===== src/rtl/multicycle_control_unit.sv =====
// rtl/multicycle_control_unit.sv - RV64I multicycle control FSM (fetch/decode/execute/memory/writeback/halt)
module multicycle_control_unit (
    input  logic       clock,
    input  logic       reset,
    input  logic [6:0] opcode,
    input  logic       branch_taken,
    input  logic       inst_mem_ack,
    input  logic       data_mem_ack,
    output logic       inst_mem_en,
    output logic       ir_en,
    output logic       data_mem_rd_en,
    output logic       data_mem_wr_en,
    output logic       pc_en,
    output logic [1:0] pc_src,
    output logic       alu_src_a,
    output logic       alu_src_b,
    output logic       reg_we,
    output logic [1:0] wr_reg_src,
    output logic       halted,
    output logic       illegal_instruction
);

    localparam logic [6:0] OPC_LOAD      = 7'b0000011;
    localparam logic [6:0] OPC_FENCE     = 7'b0001111;
    localparam logic [6:0] OPC_OP_IMM    = 7'b0010011;
    localparam logic [6:0] OPC_AUIPC     = 7'b0010111;
    localparam logic [6:0] OPC_OP_IMM_32 = 7'b0011011;
    localparam logic [6:0] OPC_STORE     = 7'b0100011;
    localparam logic [6:0] OPC_OP        = 7'b0110011;
    localparam logic [6:0] OPC_LUI       = 7'b0110111;
    localparam logic [6:0] OPC_OP_32     = 7'b0111011;
    localparam logic [6:0] OPC_BRANCH    = 7'b1100011;
    localparam logic [6:0] OPC_JALR      = 7'b1100111;
    localparam logic [6:0] OPC_JAL       = 7'b1101111;
    localparam logic [6:0] OPC_SYSTEM    = 7'b1110011;

    localparam logic [1:0] PC_PLUS4 = 2'd0;
    localparam logic [1:0] PC_IMM   = 2'd1;
    localparam logic [1:0] PC_JALR  = 2'd2;

    localparam logic [1:0] WB_ALU  = 2'd0;
    localparam logic [1:0] WB_MEM  = 2'd1;
    localparam logic [1:0] WB_PC4  = 2'd2;
    localparam logic [1:0] WB_IMM  = 2'd3;

    typedef enum logic [2:0] {
        ST_FETCH     = 3'd0,
        ST_DECODE    = 3'd1,
        ST_EXECUTE   = 3'd2,
        ST_MEMORY    = 3'd3,
        ST_WRITEBACK = 3'd4,
        ST_HALT      = 3'd5
    } state_t;

    state_t state;
    state_t next_state;
    logic   illegal_q;
    logic   set_illegal;
    logic   known_opcode;

    always_comb begin
        known_opcode = 1'b0;
        case (opcode)
            OPC_LOAD, OPC_FENCE, OPC_OP_IMM, OPC_AUIPC, OPC_OP_IMM_32,
            OPC_STORE, OPC_OP, OPC_LUI, OPC_OP_32, OPC_BRANCH,
            OPC_JALR, OPC_JAL: known_opcode = 1'b1;
            default:           known_opcode = 1'b0;
        endcase
    end

    always_ff @(posedge clock) begin
        if (reset) begin
            state     <= ST_FETCH;
            illegal_q <= 1'b0;
        end else begin
            state <= next_state;
            if (set_illegal) begin
                illegal_q <= 1'b1;
            end
        end
    end

    always_comb begin
        next_state          = state;
        set_illegal         = 1'b0;
        inst_mem_en         = 1'b0;
        ir_en               = 1'b0;
        data_mem_rd_en      = 1'b0;
        data_mem_wr_en      = 1'b0;
        pc_en               = 1'b0;
        pc_src              = PC_PLUS4;
        alu_src_a           = 1'b0;
        alu_src_b           = 1'b0;
        reg_we              = 1'b0;
        wr_reg_src          = WB_ALU;
        halted              = 1'b0;
        illegal_instruction = 1'b0;

        // Everything is held quiet while reset is high so an aborted access never commits.
        if (!reset) begin
            case (state)
                ST_FETCH: begin
                    inst_mem_en = 1'b1;
                    if (inst_mem_ack) begin
                        ir_en      = 1'b1;
                        next_state = ST_DECODE;
                    end
                end

                ST_DECODE: begin
                    if (known_opcode) begin
                        next_state = ST_EXECUTE;
                    end else begin
                        next_state  = ST_HALT;
                        set_illegal = (opcode != OPC_SYSTEM);
                    end
                end

                ST_EXECUTE: begin
                    case (opcode)
                        OPC_OP, OPC_OP_32: begin
                            next_state = ST_WRITEBACK;
                        end
                        OPC_OP_IMM, OPC_OP_IMM_32: begin
                            alu_src_b  = 1'b1;
                            next_state = ST_WRITEBACK;
                        end
                        OPC_AUIPC: begin
                            alu_src_a  = 1'b1;
                            alu_src_b  = 1'b1;
                            next_state = ST_WRITEBACK;
                        end
                        OPC_LUI, OPC_JAL, OPC_JALR: begin
                            next_state = ST_WRITEBACK;
                        end
                        OPC_LOAD, OPC_STORE: begin
                            alu_src_b  = 1'b1;
                            next_state = ST_MEMORY;
                        end
                        OPC_BRANCH: begin
                            pc_en      = 1'b1;
                            pc_src     = branch_taken ? PC_IMM : PC_PLUS4;
                            next_state = ST_FETCH;
                        end
                        OPC_FENCE: begin
                            pc_en      = 1'b1;
                            pc_src     = PC_PLUS4;
                            next_state = ST_FETCH;
                        end
                        default: begin
                            next_state  = ST_HALT;
                            set_illegal = 1'b1;
                        end
                    endcase
                end

                ST_MEMORY: begin
                    alu_src_b = 1'b1;
                    if (opcode == OPC_LOAD) begin
                        data_mem_rd_en = 1'b1;
                        if (data_mem_ack) begin
                            reg_we     = 1'b1;
                            wr_reg_src = WB_MEM;
                            pc_en      = 1'b1;
                            next_state = ST_FETCH;
                        end
                    end else if (opcode == OPC_STORE) begin
                        data_mem_wr_en = 1'b1;
                        if (data_mem_ack) begin
                            pc_en      = 1'b1;
                            next_state = ST_FETCH;
                        end
                    end else begin
                        next_state  = ST_HALT;
                        set_illegal = 1'b1;
                    end
                end

                ST_WRITEBACK: begin
                    reg_we     = 1'b1;
                    pc_en      = 1'b1;
                    next_state = ST_FETCH;
                    case (opcode)
                        OPC_OP_IMM, OPC_OP_IMM_32: alu_src_b = 1'b1;
                        OPC_AUIPC: begin
                            alu_src_a = 1'b1;
                            alu_src_b = 1'b1;
                        end
                        OPC_LUI: wr_reg_src = WB_IMM;
                        OPC_JAL: begin
                            wr_reg_src = WB_PC4;
                            pc_src     = PC_IMM;
                        end
                        OPC_JALR: begin
                            wr_reg_src = WB_PC4;
                            pc_src     = PC_JALR;
                        end
                        default: begin
                        end
                    endcase
                end

                ST_HALT: begin
                    halted              = 1'b1;
                    illegal_instruction = illegal_q;
                end

                default: begin
                    next_state = ST_FETCH;
                end
            endcase
        end
    end

endmodule


===== config.mk =====
export PLATFORM = sky130hd
export DESIGN_NAME = multicycle_control_unit
export DESIGN_NICKNAME = d
export VERILOG_FILES = /design/src/rtl/multicycle_control_unit.sv
export SDC_FILE = /design/constraint.sdc
export NUM_CORES = 1
export LEC_CHECK = 0
export ABC_AREA = 1
export BUFFER_PORTS_ARGS = -buffer_cell sky130_fd_sc_hd__buf_2
export CAP_MARGIN = 20
export CORE_MARGIN = 8
export CORE_UTILIZATION = 41
export CTS_CLUSTER_DIAMETER = 30
export DETAILED_ROUTE_END_ITERATION = 6
export GPL_TIMING_DRIVEN = 0
export PLACE_DENSITY_LB_ADDON = 0.15
export SYNTH_ARGS = -nofsm -noshare
export SYNTH_HDL_FRONTEND = slang
export SYNTH_SLANG_ARGS = --single-unit

===== constraint.sdc =====
create_clock -name clock -period 1.22 [get_ports clock]
set_clock_uncertainty 0.15 [all_clocks]
set_input_delay 0 -clock clock [delete_from_list [all_inputs] [get_ports clock]]
set_output_delay 0 -clock clock [all_outputs]
set_load 0.1 [all_outputs]

==> key figures, run 1 <==
Clocking
  – Post-CTS Setup Bufs: 13
  – Clock Tree Root: clkbuf_4
  – CTS H-tree lvls: 1
  – PostCTS Resize Cnt: 90
  – Hold buffer count at cts: 0
  – Num CTS Buffers: 3
  – Clock buffer depth: 2
  – Sink Count: 4

Synthesis
  – Synthesis warning total: 0
  – Multiplexer share of the synthesized area: 0
  – Async S/R FF share, synth: 0
  – Post-synthesis register bit count: 4
  – Synthesized instance count: roughly 110
  – Largest family of logic cells by synthesized area: simple AND/OR/NAND/NOR gates
  – Post-synth EDFFs: 0
  – Synth Area in Compound Gates: 0.110
  – Post-Syn Area per Cell: 5.39 µm²
  – Register area share after synthesis: 0.138
  – XOR/XNOR Fraction of Synth Area: 0
  – Synth Flop Type: dfxtp_1
  – Yosys cell types: 20
  – Syn_nets: 120
  – Post-synthesis share of cell area spent on full adders, half adders and majority gates: 0
  – Simple-gate area share of the yosys netlist: 0.611
  – Synthesized area: 582 µm²

Die
  – Row count: 13
  – Die height: 53.7 µm
  – Ports: 26
  – DIE WIDTH: 53.7 µm
  – Initial Utilization: 0.442

Placed design
  – Gp weighted congestion: 0.904
  – Placed cell area: around 840 µm²
  – PortBufs: 25
  – Dpl hpwl: 1490 µm

Status
  – Halt Stage: clock tree synthesis (4_1_cts)
  – Status: did not finish
  – First error: [ERROR DPL-0033] detailed placement checks failed during check placement.
Yosys cell counts, types with 2 or more instances:
cell | number | share of area
dfxtp_1 | 4 | 0.14
nand2_2 | 2 | 0.022
nor2_1 | 14 | 0.090
a31oi_1 | 2 | 0.022
nand3_1 | 8 | 0.069
nand2_1 | 32 | 0.21
inv_1 | 14 | 0.090
nand4_1 | 3 | 0.032
inv_2 | 8 | 0.052
nor3_2 | 2 | 0.034
nand3_2 | 3 | 0.052
a21oi_1 | 4 | 0.034
nor2_2 | 3 | 0.032
nor3_1 | 3 | 0.026
stage by stage:
step                utilization  hold WS [ps]  TNS (ps)  setup slack [ps]  std cells
floorplan                     -         -54.0     -5440              -769        108
global placement          0.640           283     -5980              -559        148
detailed placement        0.640           290     -6160              -572        148
kinds of logic after synthesis:
group / Yosys count
AO/OA/AOI/OAI: 10
buffers and inverters: 22
flip-flops: 4
AND/OR/NAND/NOR: 72
==> inputs of run 2 (changes only) <==
Settings changed: CORE_AREA set to 8 8 69 71, CORE_MARGIN 8 to unset, CORE_UTILIZATION 41 to unset, CTS_CLUSTER_DIAMETER 30 to unset, DIE_AREA set to 0 0 77 79.
Clock period 1.22 ns to 1.6 ns, I/O delays scaled along.
==> run 2 against run 1 <==
Against the previous run: the flow now finishes, with violations (setup timing); synthesized cell count did not move; synthesized area unchanged.
==> key figures, run 2 <==
Setup path
  – Reg2Reg Capture Point: state[0]
  – CP required: between 1000 and 1500 ps
  – Critical path fanouts, max: 5
  – Critical path cell sequence: inv_4 -> nor3_4 -> inv_2 -> nor3_4 -> inv_2 -> nor2_4 -> nand2_4 -> o21ai_4 -> buf_12
  – Worst setup path startpoint: state[1]
  – Peak per-stage delay on the critical path: 370 ps
  – CP max stage cell: dfxtp_4
  – Worst R2R Setup Slack: 190 ps
  – Reg2reg start: state[1]
  – Worst endpoint data arrival time: 1570 ps
  – Crit end category: output pin
  – R2R cell count: 9
  – CP startpoint kind: flip-flop
  – Setup Crit Path Kind: flip-flop to output pin
  – Worst Setup EP: wr_reg_src[0]

Synthesis
  – Dominant cell type by area after synthesis: nand2_1
  – Async S/R FF share, synth: 0
  – Top-count cell post-synth: nand2_1
  – Synthesized area: 582 µm²
  – Synth Flop Type: dfxtp_1
  – Synthesis warning total: 0
  – Yosys cell types: 20
  – Synthesized instance count: 108
  – Synth top area share: 0.206
  – Post-Syn Area per Cell: 5.39 µm²
  – Post-synth EDFFs: 0
  – Register area share after synthesis: 0.138
  – Post-synthesis register bit count: 4
  – Syn_nets: 120
  – Commonest cells post-synth: 32 x nand2_1, 14 x inv_1, 14 x nor2_1
  – Synth area leaders: nand2_1 21%, dfxtp_1 14%, inv_1 9.0%

Drt
  – Vias post-DR: 789
  – Initial DRT Pass Iterations: 4
  – DR DRC count: 0
  – Routed vias/inst: 4.07
  – Post-DRT Antenna Nets: 0
  – Total wire length: 2160 µm
  – First DRT Iteration DRCs: 7
  – Routed WL per cell: 11.1 µm

Die
  – DIE WIDTH: between 70 and 80 µm
  – Die area: 0.00608 mm²
  – Die height: roughly 79 µm
  – Initial Utilization: 0.153
  – Row count: 23
  – Core area: 0.00380 mm²
  – Ports: 26

Final layout
  – Area of the multi-input gates: between 500 and 600 µm²
  – Reg with most FFs: state
  – Regs by FF count: state: 3 flops, illegal_q: 1 flops
  – Most frequent cells in the layout: 25 x nand2_1, 11 x inv_1, 11 x buf_2, 10 x buf_12
  – Nets: 158
  – Commonest non-fill, non-tap cell in the layout: nand2_1
  – Filler cell count: 427
  – Synth-to-Final Area Change: 108%
  – ANT cells: 0
  – Final core utilization: 0.319
  – Share of post-route cells with drive strength above 1: 0.563
  – Reg area: 88.8 µm²
  – Number of flip-flops in the largest register: 3

Clocking
  – Clock buffer depth: 2
  – Worst-Skew Late Latency: ~210 ps
  – Num CTS Buffers: 3
  – Sink Count: 4
  – CTS H-tree lvls: 1
  – Hold buffer count at cts: 0
  – CTS tree: yes
  – Reg clk slew, reported paths: 30 ps
  – Clock Tree Root: clkbuf_8

Global routing
  – Global routing met3 resource utilization: 0.0248
  – Total gr overflow: 0
  – Met2 usage: 0.136
  – Vias in the first global route: 829
  – Initial antenna violation count: 0
  – GR peak layer: met2
  – First-pass GRT wire length: approximately 3600 µm
  – GRT met1 Usage: 0.0728
  – GRT Overall Usage: 0.0734
  – Pin count of the biggest net entering global routing: 7

STA
  – Hold Fails Final Rpt: 0
  – Least-Margin Pin Slew: 398 ps
  – Min Tclk post-route: 1720 ps
  – Final setup TNS: -514 ps
  – Setup-failing EPs final: 8
  – Rel. slew slack: 0.732
  – Final-report max-slew violation count: 0
  – Final WS setup: -120 ps
  – RSZ-0062 raised after global routing: true
  – Final Cycle Share: 1.07
  – Fmax: 0.581 GHz

Worst hold path
  – Hold Path Class: input pin to flip-flop
  – Hold_sp: inst_mem_ack

Placed design
  – Dpl hpwl: 1750 µm
  – Gp weighted congestion: 0.813
  – Place WS: -239 ps
  – PortBufs: 25

Status
  – Status: complete, but fails checks
  – Failing checks: setup timing

Power
  – Pleak: 0.548 nW
  – Total Power: 604 µW
  – Maximum VDD drop: 142 µV
  – Power Dens Cells: 499 mW/mm²

Flow run
  – Number of max-cap violations: 0
-- run 2: metrics by stage --
step	hold slack [ps]	instance area (µm²)	cells
2_1_floorplan	-50.5	682	108
3_3_place_gp	294	870	183
3_5_place_dp	294	870	183
4_1_cts	54.8	1120	190
5_1_grt	92.2	1210	194
6_report	57.4	1210	194
-- run 2: final cells by class --
type,instances,area share
tap,50,0.0517
sequential,4,0.0734
inverter,22,0.0755
clock buffer,3,0.0341
multi-input combinational,82,0.467
timing repair buffer,33,0.298
-- run 2: what timing repair did --
item / in CTS / in global routing
setup buffers: 4 / 5
endpoints found under the setup margin: 12 / 13
gates resized for setup: 50 / 16
pin swaps: 6 / 5
-- run 2: worst min path at each step --
stage / endpoint / slack, ps / cells past startpoint
2_1_floorplan: data_mem_rd_en / -50 / 1
3_3_place_gp: state[2] / 290 / 5
3_5_place_dp: state[0] / 290 / 5
4_1_cts: state[0] / 50 / 5
5_1_grt: state[2] / 90 / 5
6_report: state[0] / 60 / 5
-- run 2: worst max-delay path, delay by kind of cell (launching register included) --
family                 cells  cell delay [ps]
DFF                        1              370
buffers and inverters      4              390
and+or+nand+nor            4              520
AOI/OAI and AO/OA          1               70
-- run 2: cells by family after synthesis --
group,share of synthesized area
buffers and inverters,0.142
AND/OR/NAND/NOR,0.611
AO/OA/AOI/OAI,0.110
flip-flops,0.138
-- run 2: report_power, final --
part / internal [mW] / switching [mW]
sequential: 0.114 / 0.0172
combinational: 0.0802 / 0.185
clock: 0.160 / 0.0476
total: 0.354 / 0.250
-- run 2: routing by layer --
layer / vias up / wire [µm]
met4: 0 / 10
met5: - / 0
met1: 350 / 859
met2: 17 / 1150
li1: 420 / -
met3: 2 / 143
No activity file was read; power rests on OpenSTA's default activity.
==> inputs of run 3 (changes only) <==
Settings changed: CORE_AREA 8 8 69 71 to 2 2 63 65, CTS_BUF_LIST set to sky130_fd_sc_hd__clkbuf_16, DIE_AREA 0 0 77 79 to 0 0 65 67.
==> run 3 against run 2 <==
Against the previous run: the flow still finishes with violations (setup timing); core utilization grew 2.5 points; total power grew 30%; count of clock-buffer cells in the layout is the same; largest cell class unchanged; critical path depth is the same; worst setup slack lost 7.3 ps; non-clock buffer count grew 4; final cell count grew 1.0%; die area shrank 28%; combinational power grew 2%; clock power grew 88%; global-route usage grew 3.1 points; sequential share of layout area is essentially flat.
==> key figures, run 3 (synthesized netlist as in run 2, its figures left out) <==
Flow run
  – Number of max-cap violations: 0

Setup path
  – Crit end category: output pin
  – R2R cell count: 11
  – Worst R2R Setup Slack: approximately 60 ps
  – Critical path fanouts, max: 4
  – CP startpoint kind: flip-flop
  – Reg2reg start: state[1]
  – Worst endpoint data arrival time: approximately 1600 ps
  – CP required: 1450 ps
  – Reg2Reg Capture Point: state[0]
  – Setup Crit Path Kind: flip-flop to output pin

Global routing
  – Met2 usage: 0.173
  – First-pass GRT wire length: between 3000 and 4000 µm
  – Total gr overflow: 0
  – Global routing met3 resource utilization: 0.0220
  – Pin count of the biggest net entering global routing: 7
  – GRT Overall Usage: 0.105
  – Vias in the first global route: 769
  – GR peak layer: met2
  – GRT met1 Usage: 0.130
  – Initial antenna violation count: 0

Placed design
  – Place WS: -230 ps
  – PortBufs: 25
  – Dpl hpwl: about 1600 µm
  – Gp weighted congestion: slightly below 0.8
  – Placed cell area: 867 µm²

Final layout
  – Filler cell count: 406
  – Number of flip-flops in the largest register: 3
  – Regs by FF count: state: 3 flops, illegal_q: 1 flops
  – ANT cells: 0
  – Reg with most FFs: state
  – Layout Cell Area excl Fill: 0.00124 mm²
  – Nets: 162
  – Reg area: a little over 90 µm²
  – Share of post-route cells with drive strength above 1: 0.568
  – Synth-to-Final Area Change: 113%
  – Most frequent cells in the layout: 26 x nand2_1, 12 x buf_4, 11 x buf_2, 10 x inv_1
  – Commonest non-fill, non-tap cell in the layout: nand2_1
  – Area of the multi-input gates: 541 µm²

Power
  – Total Power: about 790 µW
  – Pleak: 0.569 nW
  – Maximum VDD drop: 200 µV
  – Power Dens Cells: 635 mW/mm²

Die
  – Die area: 0.00436 mm²
  – Row count: 22
  – Core area: around 0.0036 mm²
  – Ports: 26
  – Die height: 67 µm
  – DIE WIDTH: 65 µm
  – Initial Utilization: 0.161

STA
  – Final Cycle Share: 1.08
  – Final WS setup: -127 ps
  – Setup-failing EPs final: 9
  – Fmax: 0.579 GHz
  – RSZ-0062 raised after global routing: true
  – Hold Fails Final Rpt: 0
  – Min Tclk post-route: 1730 ps
  – Rel. slew slack: 0.737
  – Final-report max-slew violation count: 0
  – Least-Margin Pin Slew: 392 ps

Clocking
  – Clock buffer depth: 2
  – Worst-Skew Late Latency: 220 ps
  – Reg clk slew, reported paths: roughly 30 ps
  – CTS H-tree lvls: 1
  – Num CTS Buffers: 3
  – Sink Count: 4
  – CTS tree: yes
  – Clock Tree Root: clkbuf_16
  – Hold buffer count at cts: 0

Drt
  – Routed WL per cell: 10.5 µm
  – Post-DRT Antenna Nets: 0
  – First DRT Iteration DRCs: 9
  – Total wire length: 2070 µm
  – Vias post-DR: 801
  – Initial DRT Pass Iterations: 2
  – DR DRC count: 0
  – Routed vias/inst: 4.09

Status
  – Failing checks: setup timing
  – Status: complete, but fails checks

Worst hold path
  – Hold depth: 5
  – Hold Path Class: input pin to flip-flop
  – Hold_sp: inst_mem_ack
  – Hold worst-path end: state[0]
-- run 3: how the worst max path moves through the flow --
stage          startpoint            end  depth (start not counted)
5_1_grt          state[1]  wr_reg_src[0]                          9
4_1_cts          state[0]  wr_reg_src[0]                          9
2_1_floorplan    state[1]  wr_reg_src[0]                          8
3_5_place_dp     state[2]      alu_src_b                          8
3_3_place_gp     state[2]      alu_src_b                          8
6_report         state[1]  wr_reg_src[0]                          9
-- run 3: stage by stage --
step / setup TNS, ps / hold slack [ps] / util / std cells
final: -636 / 49.0 / 0.344 / 196
after global routing: -1560 / 127 / 0.344 / 196
after CTS: -619 / 53.1 / 0.320 / 192
after detailed placement: -706 / 298 / 0.240 / 181
after global placement: -936 / 299 / 0.240 / 181
after floorplan: -1520 / -50.5 / - / 108
-- run 3: repair_timing --
item | in CTS | in global routing
pin swaps | 4 | 4
resized for setup | 45 | 17
buffers inserted | 8 | 4
endpoints found under the hold margin | 0 | 0
setup endpoints to repair | 12 | 12
-- run 3: worst max-delay path, stage by stage (launching register included) --
cell,delay [ps]
dfxtp_4,360
inv_4,50
nor3_4,210
inv_2,60
nor3_2,120
inv_2,80
nor2_4,130
nand2_4,80
o21ai_4,70
buf_12,190
-- run 3: per-layer routing --
metal / routed length (µm) / part of all wire
met2: 1010 / 0.49
met1: 940 / 0.45
met4: 19 / 0.0092
met5: 0 / 0
met3: 91 / 0.044
-- run 3: cell type report --
class | count | area share
tap | 48 | 0.0485
timing repair buffer | 37 | 0.307
inverter | 22 | 0.0737
sequential | 4 | 0.0737
clock buffer | 3 | 0.0606
multi-input combinational | 82 | 0.436
-- run 3: power breakdown --
part / total [mW] / internal [mW] / switching (mW)
clock network: 0.390 / 0.319 / 0.0705
logic: 0.269 / 0.0829 / 0.186
registers: 0.127 / 0.113 / 0.0142
total: 0.786 / 0.515 / 0.271
==> inputs of run 4 (changes only) <==
Settings changed: ABC_AREA 1 to 0.
==> run 4 against run 3 <==
Against the previous run: count of clock-buffer cells in the layout did not move; critical path type unchanged; critical path depth shrank 2; the run still ends with setup timing left; sequential power increased by 15%; synthesized area increased by 11%; hold slack gained 5.9 ps; combinational power rose to 3.0 times the previous value; via count increased by 13%; cell area is 17% higher; first-iteration DRC count grew to 2.9 times the previous value; die area unchanged; largest cell class unchanged; sequential share of layout area decreased by 1.7 points; wire length up 22%.
==> key figures, run 4 <==
Global routing
  – Initial antenna violation count: 0
  – Pin count of the biggest net entering global routing: 11
  – GRT Overall Usage: 0.125
  – First-pass GRT wire length: 4170 µm
  – Total gr overflow: 0
  – Vias in the first global route: 907

Drt
  – Post-DRT Antenna Nets: 0
  – Routed WL per cell: 13.9 µm
  – DR DRC count: 0
  – First DRT Iteration DRCs: 26
  – Initial DRT Pass Iterations: 6
  – Vias post-DR: 905
  – Routed vias/inst: around 5
  – Total wire length: 2520 µm

Setup path
  – Critical path fanouts, max: 4
  – R2R cell count: 7
  – CP max stage cell: dfxtp_2
  – Reg2reg start: state[2]
  – CP required: roughly 1500 ps
  – Worst R2R Setup Slack: about 70 ps
  – Reg2Reg Capture Point: state[2]
  – Critical path cell sequence: buf_6 -> nor2b_4 -> nand4_1 -> buf_4 -> o32ai_2 -> a21o_2 -> buf_12
  – Cell family with most CP delay: buffers and inverters
  – CP startpoint kind: flip-flop
  – Peak per-stage delay on the critical path: 310 ps
  – Setup Crit Path Kind: flip-flop to output pin
  – Worst endpoint data arrival time: 1670 ps
  – Crit end category: output pin
  – Bufs and invs on worst path: 3

STA
  – Fmax: 0.549 GHz
  – Setup-failing EPs final: 12
  – Min Tclk post-route: roughly 1800 ps
  – Hold Fails Final Rpt: 0
  – Final-report max-slew violation count: 0
  – RSZ-0062 raised after global routing: true
  – Least-Margin Pin Slew: ~900 ps
  – Rel. slew slack: 0.415
  – Final WS setup: -223 ps
  – Final Cycle Share: 1.14

Die
  – Core area: 0.00361 mm²
  – Die height: roughly 67 µm
  – DIE WIDTH: approximately 65 µm
  – Ports: 26
  – Die area: 0.00436 mm²
  – Initial Utilization: 0.180
  – Row count: 22

Synthesis
  – Synth Area in Compound Gates: 0.319
  – Largest family of logic cells by synthesized area: simple AND/OR/NAND/NOR gates
  – Dominant cell type by area after synthesis: dfxtp_1
  – Post-synthesis share of cell area spent on full adders, half adders and majority gates: 0
  – Top-count cell post-synth: nor2_1
  – Synthesis warning total: 0
  – Yosys cell types: 45
  – Commonest cells post-synth: 7 x nor2_1, 6 x a21oi_1, 6 x nor3_1
  – Synth area leaders: dfxtp_1 12%, a21oi_1 4.6%, nor3_1 4.6%
  – Synth top area share: 0.124
  – Post-synth EDFFs: 0
  – Synth Flop Type: dfxtp_1
  – Post-synthesis register bit count: 4
  – Async S/R FF share, synth: 0
  – Synthesized area: approximately 650 µm²
  – Simple-gate area share of the yosys netlist: 0.431
  – Synthesized instance count: just over 90
  – Register area share after synthesis: 0.124
  – Multiplexer share of the synthesized area: 0.0232
  – Post-Syn Area per Cell: approximately 7 µm²
  – XOR/XNOR Fraction of Synth Area: 0
  – Syn_nets: 105

Worst hold path
  – Hold worst-path end: state[2]
  – Hold Path Class: input pin to flip-flop
  – Hold depth: 3
  – Hold_sp: opcode[6]

Placed design
  – PortBufs: 23
  – Gp weighted congestion: 0.770
  – Dpl hpwl: 1830 µm
  – Placed cell area: 988 µm²
  – Post-placement cell count: 164

Flow run
  – Number of max-cap violations: 0

Power
  – Pleak: 0.556 nW
  – Power Dens Cells: between 900 and 1000 mW/mm²
  – Maximum VDD drop: a little under 700 µV

Final layout
  – Reg area: a little over 80 µm²
  – Regs by FF count: state: 3 flops, illegal_q: 1 flops
  – ANT cells: 0
  – Filler cell count: 369
  – Area of the multi-input gates: a little under 700 µm²
  – Commonest non-fill, non-tap cell in the layout: buf_12
  – Synth-to-Final Area Change: 123%
  – Nets: approximately 150
  – Count of non-filler cells in the finished layout: 181
  – Layout Cell Area excl Fill: 0.00145 mm²
  – Most frequent cells in the layout: 13 x buf_12, 10 x buf_2, 10 x buf_4, 9 x buf_6
  – Number of flip-flops in the largest register: 3
  – Reg with most FFs: state
  – Share of post-route cells with drive strength above 1: 0.586

Clocking
  – Clock Tree Root: clkbuf_16
  – CTS H-tree lvls: 1
  – Clock buffer depth: 2
  – CTS tree: yes
  – Reg clk slew, reported paths: 30 ps
  – Num CTS Buffers: 3
  – Worst-Skew Late Latency: between 200 and 250 ps
  – Sink Count: 4
  – Hold buffer count at cts: 0

Status
  – Failing checks: setup timing
  – Status: complete, but fails checks
run 4: layout make-up:
| type | count | share of cell area |
|---|---|---|
| clock buffers | 3 | 0.0519 |
| multi-input cells | 76 | 0.469 |
| plain buffers | 9 | 0.0666 |
| inverters | 4 | 0.0121 |
| well taps | 48 | 0.0415 |
| flip-flops and latches | 4 | 0.0571 |
| repair buffers | 37 | 0.302 |
run 4: worst max path at each step:
stage	start	end	slack (ps)	cells past startpoint
after CTS	state[1]	pc_src[0]	-180	7
after global routing	state[1]	wr_reg_src[0]	-300	6
after floorplan	state[0]	ir_en	-720	4
after global placement	state[1]	wr_reg_src[0]	-380	6
after detailed placement	opcode[3]	wr_reg_src[0]	-390	6
final	state[1]	pc_en	-220	7
run 4: power breakdown:
group | total (mW) | leakage, nW | switching [mW] | internal, mW
Sequential | 0.146 | 0.0338 | 0.0165 | 0.129
Clock | 0.394 | 0.0370 | 0.0746 | 0.320
Combinational | 0.804 | 0.485 | 0.452 | 0.352
Total | 1.34 | 0.556 | 0.543 | 0.801
run 4: kinds of logic after synthesis:
kind of cell	after synthesis
simple gates	47
compound gates	28
buf+inv	13
flops	4
mux	1
run 4: what timing repair did:
| action | in CTS | in global routing |
|---|---|---|
| endpoints found under the setup margin | 14 | 13 |
| buffers inserted | 10 | 4 |
| resized for setup | 52 | 12 |
| pin swaps | 7 | 9 |
run 4: stage by stage:
step           TNS (ps)  setup WS [ps]  power [mW]  hold WS (ps)  utilization
6_report          -1680           -223        1.34          54.9        0.401
5_1_grt           -2530           -300        1.41          93.7        0.401
4_1_cts           -1410           -182        1.31          72.3        0.379
3_5_place_dp      -2140           -387       0.769           297        0.274
3_3_place_gp      -2020           -379       0.775           291        0.274
2_1_floorplan     -4030           -723       0.655         -44.9            -
run 4: metal layers:
layer | track usage | up-vias | part of all wire
met1 | 0.143 | 433 | 0.42
met5 | 0 | - | 0
met3 | 0.0236 | 7 | 0.042
met2 | 0.232 | 27 | 0.52
li1 | - | 438 | -
met4 | 0.0372 | 0 | 0.019
run 4: tightest hold or removal path, stage by stage:
cell,delay (ps)
buf_6,110
o21ai_0,120
a2bb2oi_1,160
